==> src/rtl/grid_pkg.sv <==
// -----------------------------------------------------------------------------
// grid_pkg
// Shared types and helpers for the grid cursor:
//   cursor_state_t : move FSM states (IDLE, DELAY, REPEAT)
//   dir_t          : resolved direction vector (up, down, left, right)
//   coord_w(n)     : coordinate width for an axis of n cells, at least 1 bit
//   max_int(a, b)  : larger of two integers, used for counter sizing
// -----------------------------------------------------------------------------
package grid_pkg;

    typedef enum logic [1:0] {
        IDLE   = 2'd0,
        DELAY  = 2'd1,
        REPEAT = 2'd2
    } cursor_state_t;

    typedef struct packed {
        logic up;
        logic down;
        logic left;
        logic right;
    } dir_t;

    function automatic int coord_w(input int n);
        return (n <= 2) ? 1 : $clog2(n);
    endfunction

    function automatic int max_int(input int a, input int b);
        return (a > b) ? a : b;
    endfunction

endpackage

==> src/rtl/grid_cursor_if.sv <==
// -----------------------------------------------------------------------------
// grid_cursor_if
// Bundles the debounced direction inputs and the cursor outputs.
//   up/down/left/right : direction requests (driven by master)
//   home               : return to (0,0), present only with GRID_CURSOR_HOME_EN
//   locationX/Y        : current cell (driven by slave = grid_cursor)
//   moved / bump       : one-cycle status pulses (driven by slave)
// Parameters XW/YW must match the cursor's coordinate widths.
// -----------------------------------------------------------------------------
interface grid_cursor_if #(
    parameter int XW = 2,
    parameter int YW = 2
);
    logic          up;
    logic          down;
    logic          left;
    logic          right;
`ifdef GRID_CURSOR_HOME_EN
    logic          home;
`endif
    logic [XW-1:0] locationX;
    logic [YW-1:0] locationY;
    logic          moved;
    logic          bump;

    modport master (
`ifdef GRID_CURSOR_HOME_EN
        output home,
`endif
        output up, down, left, right,
        input  locationX, locationY, moved, bump
    );

    modport slave (
`ifdef GRID_CURSOR_HOME_EN
        input  home,
`endif
        input  up, down, left, right,
        output locationX, locationY, moved, bump
    );
endinterface

==> src/rtl/axis_stepper.sv <==
// -----------------------------------------------------------------------------
// axis_stepper
// Combinational next-position logic for one axis of N cells.
//   pos      : current coordinate
//   inc/dec  : step toward N-1 / toward 0 (both or neither = no move)
//   step     : the FSM is issuing a move this edge
//   next_pos : coordinate after this edge
//   blocked  : clamp mode only, the requested move hit an edge
// WRAP=1 wraps around the edge, WRAP=0 holds the coordinate and flags blocked.
// -----------------------------------------------------------------------------
module axis_stepper
    import grid_pkg::*;
#(
    parameter int N    = 4,
    parameter int WRAP = 1,
    parameter int W    = coord_w(N)
) (
    input  logic [W-1:0] pos,
    input  logic         inc,
    input  logic         dec,
    input  logic         step,
    output logic [W-1:0] next_pos,
    output logic         blocked
);
    localparam logic [W-1:0] LAST = W'(N - 1);
    localparam logic [W-1:0] ONE  = W'(1'b1);

    // Next coordinate; ">=" on LAST keeps non-power-of-two axes inside range.
    always_comb begin
        next_pos = pos;
        blocked  = 1'b0;
        if (step && (inc != dec)) begin
            if (inc) begin
                if (pos >= LAST) begin
                    if (WRAP != 0) begin
                        next_pos = '0;
                    end else begin
                        next_pos = LAST;
                        blocked  = 1'b1;
                    end
                end else begin
                    next_pos = pos + ONE;
                end
            end else begin
                if (pos == '0) begin
                    if (WRAP != 0) begin
                        next_pos = LAST;
                    end else begin
                        next_pos = pos;
                        blocked  = 1'b1;
                    end
                end else if (pos > LAST) begin
                    next_pos = LAST;
                end else begin
                    next_pos = pos - ONE;
                end
            end
        end else begin
            next_pos = pos;
        end
    end
endmodule

==> src/rtl/grid_cursor.sv <==
// -----------------------------------------------------------------------------
// grid_cursor
// Tracks the player's cell on a COLS x ROWS board with edge-triggered moves,
// hold-to-auto-repeat, diagonal moves and wrap/clamp edge handling.
//   clk   : clock, all logic on posedge
//   reset : synchronous, active-low
//   bus   : grid_cursor_if slave (directions in; locationX/Y, moved, bump out)
// Optional feature macro: GRID_CURSOR_HOME_EN adds the home input.
// All outputs are registered.
// -----------------------------------------------------------------------------
module grid_cursor
    import grid_pkg::*;
#(
    parameter int COLS         = 4,
    parameter int ROWS         = 4,
    parameter int WRAP         = 1,
    parameter int REPEAT_DELAY = 8,
    parameter int REPEAT_RATE  = 4
) (
    input  logic         clk,
    input  logic         reset,
    grid_cursor_if.slave bus
);
    localparam int XW = coord_w(COLS);
    localparam int YW = coord_w(ROWS);
    localparam int CW = $clog2(max_int(REPEAT_DELAY, REPEAT_RATE) + 1);
    localparam logic [CW-1:0] DELAY_LAST = CW'(REPEAT_DELAY - 1);
    localparam logic [CW-1:0] RATE_LAST  = CW'(REPEAT_RATE - 1);
    localparam logic [CW-1:0] CNT_ONE    = CW'(1'b1);

    cursor_state_t state_q, state_d;
    logic [CW-1:0] cnt_q, cnt_d;
    dir_t          dir_q, dir_s;
    logic [XW-1:0] loc_x_q, loc_x_d, next_x_s;
    logic [YW-1:0] loc_y_q, loc_y_d, next_y_s;
    logic          moved_q, moved_d, bump_q, bump_d;
    logic          blk_x_s, blk_y_s, step_s, active_s;

    // Opposing requests cancel only their own axis.
    always_comb begin
        dir_s.up    = bus.up & ~bus.down;
        dir_s.down  = bus.down & ~bus.up;
        dir_s.left  = bus.left & ~bus.right;
        dir_s.right = bus.right & ~bus.left;
        active_s    = |dir_s;
    end

    // Move FSM: first press steps at once, a hold repeats after DELAY then every RATE.
    always_comb begin
        state_d = state_q;
        cnt_d   = cnt_q;
        step_s  = 1'b0;
        case (state_q)
            IDLE: begin
                cnt_d = '0;
                if (active_s) begin
                    step_s  = 1'b1;
                    state_d = DELAY;
                end else begin
                    state_d = IDLE;
                end
            end
            DELAY: begin
                if (!active_s) begin
                    state_d = IDLE;
                    cnt_d   = '0;
                end else if (dir_s != dir_q) begin
                    step_s = 1'b1;
                    cnt_d  = '0;
                end else if (cnt_q == DELAY_LAST) begin
                    step_s  = 1'b1;
                    cnt_d   = '0;
                    state_d = REPEAT;
                end else begin
                    cnt_d = cnt_q + CNT_ONE;
                end
            end
            REPEAT: begin
                if (!active_s) begin
                    state_d = IDLE;
                    cnt_d   = '0;
                end else if (dir_s != dir_q) begin
                    step_s  = 1'b1;
                    cnt_d   = '0;
                    state_d = DELAY;
                end else if (cnt_q == RATE_LAST) begin
                    step_s = 1'b1;
                    cnt_d  = '0;
                end else begin
                    cnt_d = cnt_q + CNT_ONE;
                end
            end
            default: begin
                state_d = IDLE;
                cnt_d   = '0;
            end
        endcase
`ifdef GRID_CURSOR_HOME_EN
        // Home drops back to IDLE so a still-held direction counts as a new press.
        if (bus.home) begin
            state_d = IDLE;
            cnt_d   = '0;
            step_s  = 1'b0;
        end else begin
            state_d = state_d;
        end
`endif
    end

    axis_stepper #(.N(COLS), .WRAP(WRAP), .W(XW)) u_step_x (
        .pos      (loc_x_q),
        .inc      (dir_s.right),
        .dec      (dir_s.left),
        .step     (step_s),
        .next_pos (next_x_s),
        .blocked  (blk_x_s)
    );

    axis_stepper #(.N(ROWS), .WRAP(WRAP), .W(YW)) u_step_y (
        .pos      (loc_y_q),
        .inc      (dir_s.down),
        .dec      (dir_s.up),
        .step     (step_s),
        .next_pos (next_y_s),
        .blocked  (blk_y_s)
    );

    // Next location and status pulses; moved and bump can both fire on a diagonal.
    always_comb begin
        loc_x_d = next_x_s;
        loc_y_d = next_y_s;
        moved_d = (next_x_s != loc_x_q) || (next_y_s != loc_y_q);
        bump_d  = blk_x_s | blk_y_s;
`ifdef GRID_CURSOR_HOME_EN
        if (bus.home) begin
            loc_x_d = '0;
            loc_y_d = '0;
            moved_d = (loc_x_q != '0) || (loc_y_q != '0);
            bump_d  = 1'b0;
        end else begin
            bump_d = blk_x_s | blk_y_s;
        end
`endif
    end

    // State, counter, last direction and output registers with synchronous reset.
    always_ff @(posedge clk) begin
        if (!reset) begin
            state_q <= IDLE;
            cnt_q   <= '0;
            dir_q   <= '0;
            loc_x_q <= '0;
            loc_y_q <= '0;
            moved_q <= 1'b0;
            bump_q  <= 1'b0;
        end else begin
            state_q <= state_d;
            cnt_q   <= cnt_d;
            dir_q   <= dir_s;
            loc_x_q <= loc_x_d;
            loc_y_q <= loc_y_d;
            moved_q <= moved_d;
            bump_q  <= bump_d;
        end
    end

    assign bus.locationX = loc_x_q;
    assign bus.locationY = loc_y_q;
    assign bus.moved     = moved_q;
    assign bus.bump      = bump_q;
endmodule
==> src/flat_wrapper.sv <==
// flat-port wrapper written by rule: the top's interface ports become plain ports
module grid_cursor_flat import grid_pkg::*;
#(
    parameter int COLS         = 4,
    parameter int ROWS         = 4,
    parameter int WRAP         = 1,
    parameter int REPEAT_DELAY = 8,
    parameter int REPEAT_RATE  = 4
)
  (clk, reset, bus_up, bus_down, bus_left, bus_right, bus_locationX, bus_locationY, bus_moved, bus_bump);
  grid_cursor_if bus_i ();
  input  logic clk;
  input  logic reset;
  input wire logic [$bits(bus_i.up)-1:0] bus_up;
  input wire logic [$bits(bus_i.down)-1:0] bus_down;
  input wire logic [$bits(bus_i.left)-1:0] bus_left;
  input wire logic [$bits(bus_i.right)-1:0] bus_right;
  output wire logic [$bits(bus_i.locationX)-1:0] bus_locationX;
  output wire logic [$bits(bus_i.locationY)-1:0] bus_locationY;
  output wire logic [$bits(bus_i.moved)-1:0] bus_moved;
  output wire logic [$bits(bus_i.bump)-1:0] bus_bump;
  assign bus_i.up = bus_up;
  assign bus_i.down = bus_down;
  assign bus_i.left = bus_left;
  assign bus_i.right = bus_right;
  assign bus_locationX = bus_i.locationX;
  assign bus_locationY = bus_i.locationY;
  assign bus_moved = bus_i.moved;
  assign bus_bump = bus_i.bump;
  grid_cursor #(.COLS(COLS), .ROWS(ROWS), .WRAP(WRAP), .REPEAT_DELAY(REPEAT_DELAY), .REPEAT_RATE(REPEAT_RATE)) u_core (.clk(clk), .reset(reset), .bus(bus_i));
endmodule
==> config.mk <==
export PLATFORM = sky130hd
export DESIGN_NAME = grid_cursor_flat
export DESIGN_NICKNAME = d
export VERILOG_FILES = /design/src/rtl/grid_pkg.sv /design/src/rtl/grid_cursor_if.sv /design/src/rtl/axis_stepper.sv /design/src/rtl/grid_cursor.sv /design/src/flat_wrapper.sv
export SDC_FILE = /design/constraint.sdc
export NUM_CORES = 1
export LEC_CHECK = 0
export CAP_MARGIN = 20
export CELL_PAD_IN_SITES_DETAIL_PLACEMENT = 1
export CELL_PAD_IN_SITES_GLOBAL_PLACEMENT = 1
export CORE_MARGIN = 3
export CORE_UTILIZATION = 35
export DETAILED_ROUTE_END_ITERATION = 8
export GPL_ROUTABILITY_DRIVEN = 0
export HOLD_SLACK_MARGIN = 0.02
export PLACE_DENSITY = 0.64
export SYNTH_ARGS = -nofsm -noshare
export SYNTH_HDL_FRONTEND = slang
export SYNTH_HIERARCHICAL = 1
export SYNTH_SLANG_ARGS = --single-unit
==> constraint.sdc <==
create_clock -name clk -period 2.9 [get_ports clk]
set_input_delay 0.435 -clock clk [delete_from_list [all_inputs] [get_ports clk]]
set_output_delay 0.435 -clock clk [all_outputs]
set_load 0.05 [all_outputs]
==> results.toml <==
[synthesis]
ys_seq_area_share_pct = 28.5
synthDistinctLibCells = 39
synth-main-ff-cell = "dfxtp_1"
ys_ff_latch = 16
synth_cells = 126
synthArstFlopShare_pct = 0
synth_mux_area_share_pct = 1.78
ys_warn_count = 6
syn-cell-area_um2 = 1120
synth_xor_area_share_pct = 8.57
avgSynthCellArea_um2 = 8.92
synth_compound_area_share_pct = 17.8
synthesis.nets = 146
synth_simple_gate_area_share_pct = 20.7
synth-edff-count = 0
yosys.area_share.adder_pct = 15.6
synth_top_family_by_area = "simple AND/OR/NAND/NOR gates"

[setup_path]
crit_fanout = 8
cp_data_required_time_ps = 3070
endpoint = "u_core/bus.moved$_SDFF_PN0_"
reg2regPathDepth = 12
cp_common_cell = "xnor2_1"
worstSetupStartpointType = "flop"
r2r_end = "u_core/bus.moved$_SDFF_PN0_"
crit_chain = "inv_1, ha_1, xnor2_1, nor3b_1, o21ai_0, a221oi_1, buf_4, o21a_1, a21oi_1, a31oi_1, xnor2_1, a41oi_1"
timing.rr.start = "u_core/state_q[0]$_SDFFE_PN0P_"
slowest_stage = "dfxtp_1"
crit_type = "reg2reg"
critPathMaxStageDelay_ps = 420
arrival_ps = 2690
r2r_setup_slack_ps = 380
worstSetupStartpoint = "u_core/state_q[0]$_SDFFE_PN0P_"
worstSetupEndpointType = "flop"

[layout]
regArea_um2 = 320
finalNetCount = 165
n_fill_cell = 350
final_common_cell = "dfxtp_1"
antennaDiodeCount = 0
area_growth_pct = 18.8
final_cell_mix = "dfxtp_1, inv_1, ha_1, clkdlybuf4s50_1, xnor2_1"
drive_gt1_share_pct = 11.9
stdcell_count = 185
multi_input_area_um2 = 732

[clock_network]
root_buffer = "clkbuf_4"
cts_buffers = 3
clk_latency_ps = 300
clockBufferDepth = 2
clkTransAtPathRegs_ps = 100
cts.sinks = 16
cts_resized = 0
cts_hold_buf = 0
h-tree-depth = 1
post_cts_buffers = 0
cts_tree = "built"

[routing]
routed_wl_um = 2410
drt-initial-drc-count = 38
drc = 0
dr_total_vias = 899
routedWlPerCell_um = 13.0
ant_nets = 0
viasPerCell = 4.86
dr.pass1.iters = 4

[timing]
relSlewSlack_pct = 66.3
timing.fmax_mhz = 397
finalHoldViolCount = 0
timing.final.ws_setup_ps = 383
slew_violations = 0
period_minus_slack_ps = 2520
rsz0062_at_grt = "false"
period_share_pct = 86.8
finalSetupViolCount = 0
setup_tns_ps = 0
tightestPinTransition_ps = 505
clock-skew-final_ps = 8.77

[global_routing]
grt_pass1_vias = 942
track_usage_pct = 13.7
grt_pass1_wl_um = 4340
grt_antenna_before_repair = 0
grt-ovfl-total = 0
grt_max_degree = 15

[place]
hpwl_um = 1900
io_buffers = 11
pre_cts_slack_ps = 87.9
place_inst = 182

[floorplanning]
die_h_um = 62.7
die-area_um2 = 3930
start_util_pct = 38.7
coreArea_um2 = 2900
io_pins = 12
fp.dieW_um = 62.7
row_count = 19

[power_and_ir_drop]
power_density_nw_per_um2 = 569
p_leak_nw = 0.547
vdd_drop_max_uv = 183
total_power_uw = 760

[run]
drv_cap = 0

[min_path]
hold_path_class = "reg2reg"

[status]
outcome = "finished, final reports clean"
[worst min-delay path by stage]
| stage | cells past startpoint | end | startpoint | slack, ps |
|---|---|---|---|---|
| finish | 1 | u_core/cnt_q[0]$_SDFF_PN0_ | u_core/cnt_q[0]$_SDFF_PN0_ | 460 |
| global route | 1 | u_core/cnt_q[0]$_SDFF_PN0_ | u_core/cnt_q[0]$_SDFF_PN0_ | 490 |
| CTS | 1 | u_core/cnt_q[0]$_SDFF_PN0_ | u_core/cnt_q[0]$_SDFF_PN0_ | 460 |
| detailed placement | 1 | u_core/cnt_q[0]$_SDFF_PN0_ | u_core/cnt_q[0]$_SDFF_PN0_ | 450 |
| global placement | 1 | u_core/cnt_q[0]$_SDFF_PN0_ | u_core/cnt_q[0]$_SDFF_PN0_ | 430 |
| floorplan | 1 | u_core/cnt_q[0]$_SDFF_PN0_ | u_core/cnt_q[0]$_SDFF_PN0_ | 420 |
[flip-flops by register name (all words and copies together) (netlist names)]
| register | cells |
|---|---|
| u_core/bus.bump | 1 |
| u_core/bus.locationX | 2 |
| u_core/bus.locationY | 2 |
| u_core/bus.moved | 1 |
| u_core/cnt_q | 4 |
| u_core/dir_q | 4 |
| u_core/state_q | 2 |
[stage by stage]
stage	hold slack [ps]	util [%]	cell area [um2]
2_1_floorplan	418	-	1120
3_3_place_gp	431	45.3	1310
3_5_place_dp	446	45.3	1310
4_1_cts	463	46.0	1340
5_1_grt	494	46.0	1340
6_report	457	46.0	1340
[cell type report]
class                      instances  share of cell area (%)
timing repair buffer              17                    11.6
clock buffer                       3                    1.69
multi-input combinational         93                    54.8
inverter                          14                    3.94
tap                               42                    3.94
sequential                        16                    24.0
[per-layer routing]
metal	global-route usage (%)	share of wire [%]	routed length, um
met1	17.3	48	1160
met2	23.2	48	1150
met3	3.78	3.7	90
met4	3.31	0.66	16
met5	0	0	0
[critical path, delay by kind of cell (launching register included)]
kind	cells	cell delay [ps]
AO/OA/AOI/OAI	6	890
buffers and inverters	2	290
adder cells (fa/ha/maj)	1	280
flip-flops	1	420
AND/OR/NAND/NOR	1	200
XOR/XNOR	2	300
[cell usage after synthesis (all sizes together), types with 3 or more instances]
cell type	number	area (um2)
o21a	3	22.5
and2	9	58.8
dfxtp	16	320
and3b	3	28.8
nor2	6	25.0
inv	14	52.6
nor3b	5	37.5
o21ai	9	45.0
xnor2	10	87.6
ha	14	175
a31oi	3	18.8
nand2	3	11.3
[kinds of logic (layout without fill, tap and decap cells)]
kind of cell	count (synthesis)	count (layout)
AO/OA/AOI/OAI	28	28
XOR/XNOR	11	11
multiplexers	2	2
adder cells (fa/ha/maj)	14	14
AND/OR/NAND/NOR	36	36
flip-flops	16	16
other	2	2
buffers and inverters	17	34
[where the power goes]
group          internal, mW  switching (mW)
registers             0.247          0.0283
clock network        0.0484          0.0754
logic                 0.159           0.202
No activity file was read; power rests on OpenSTA's default activity.
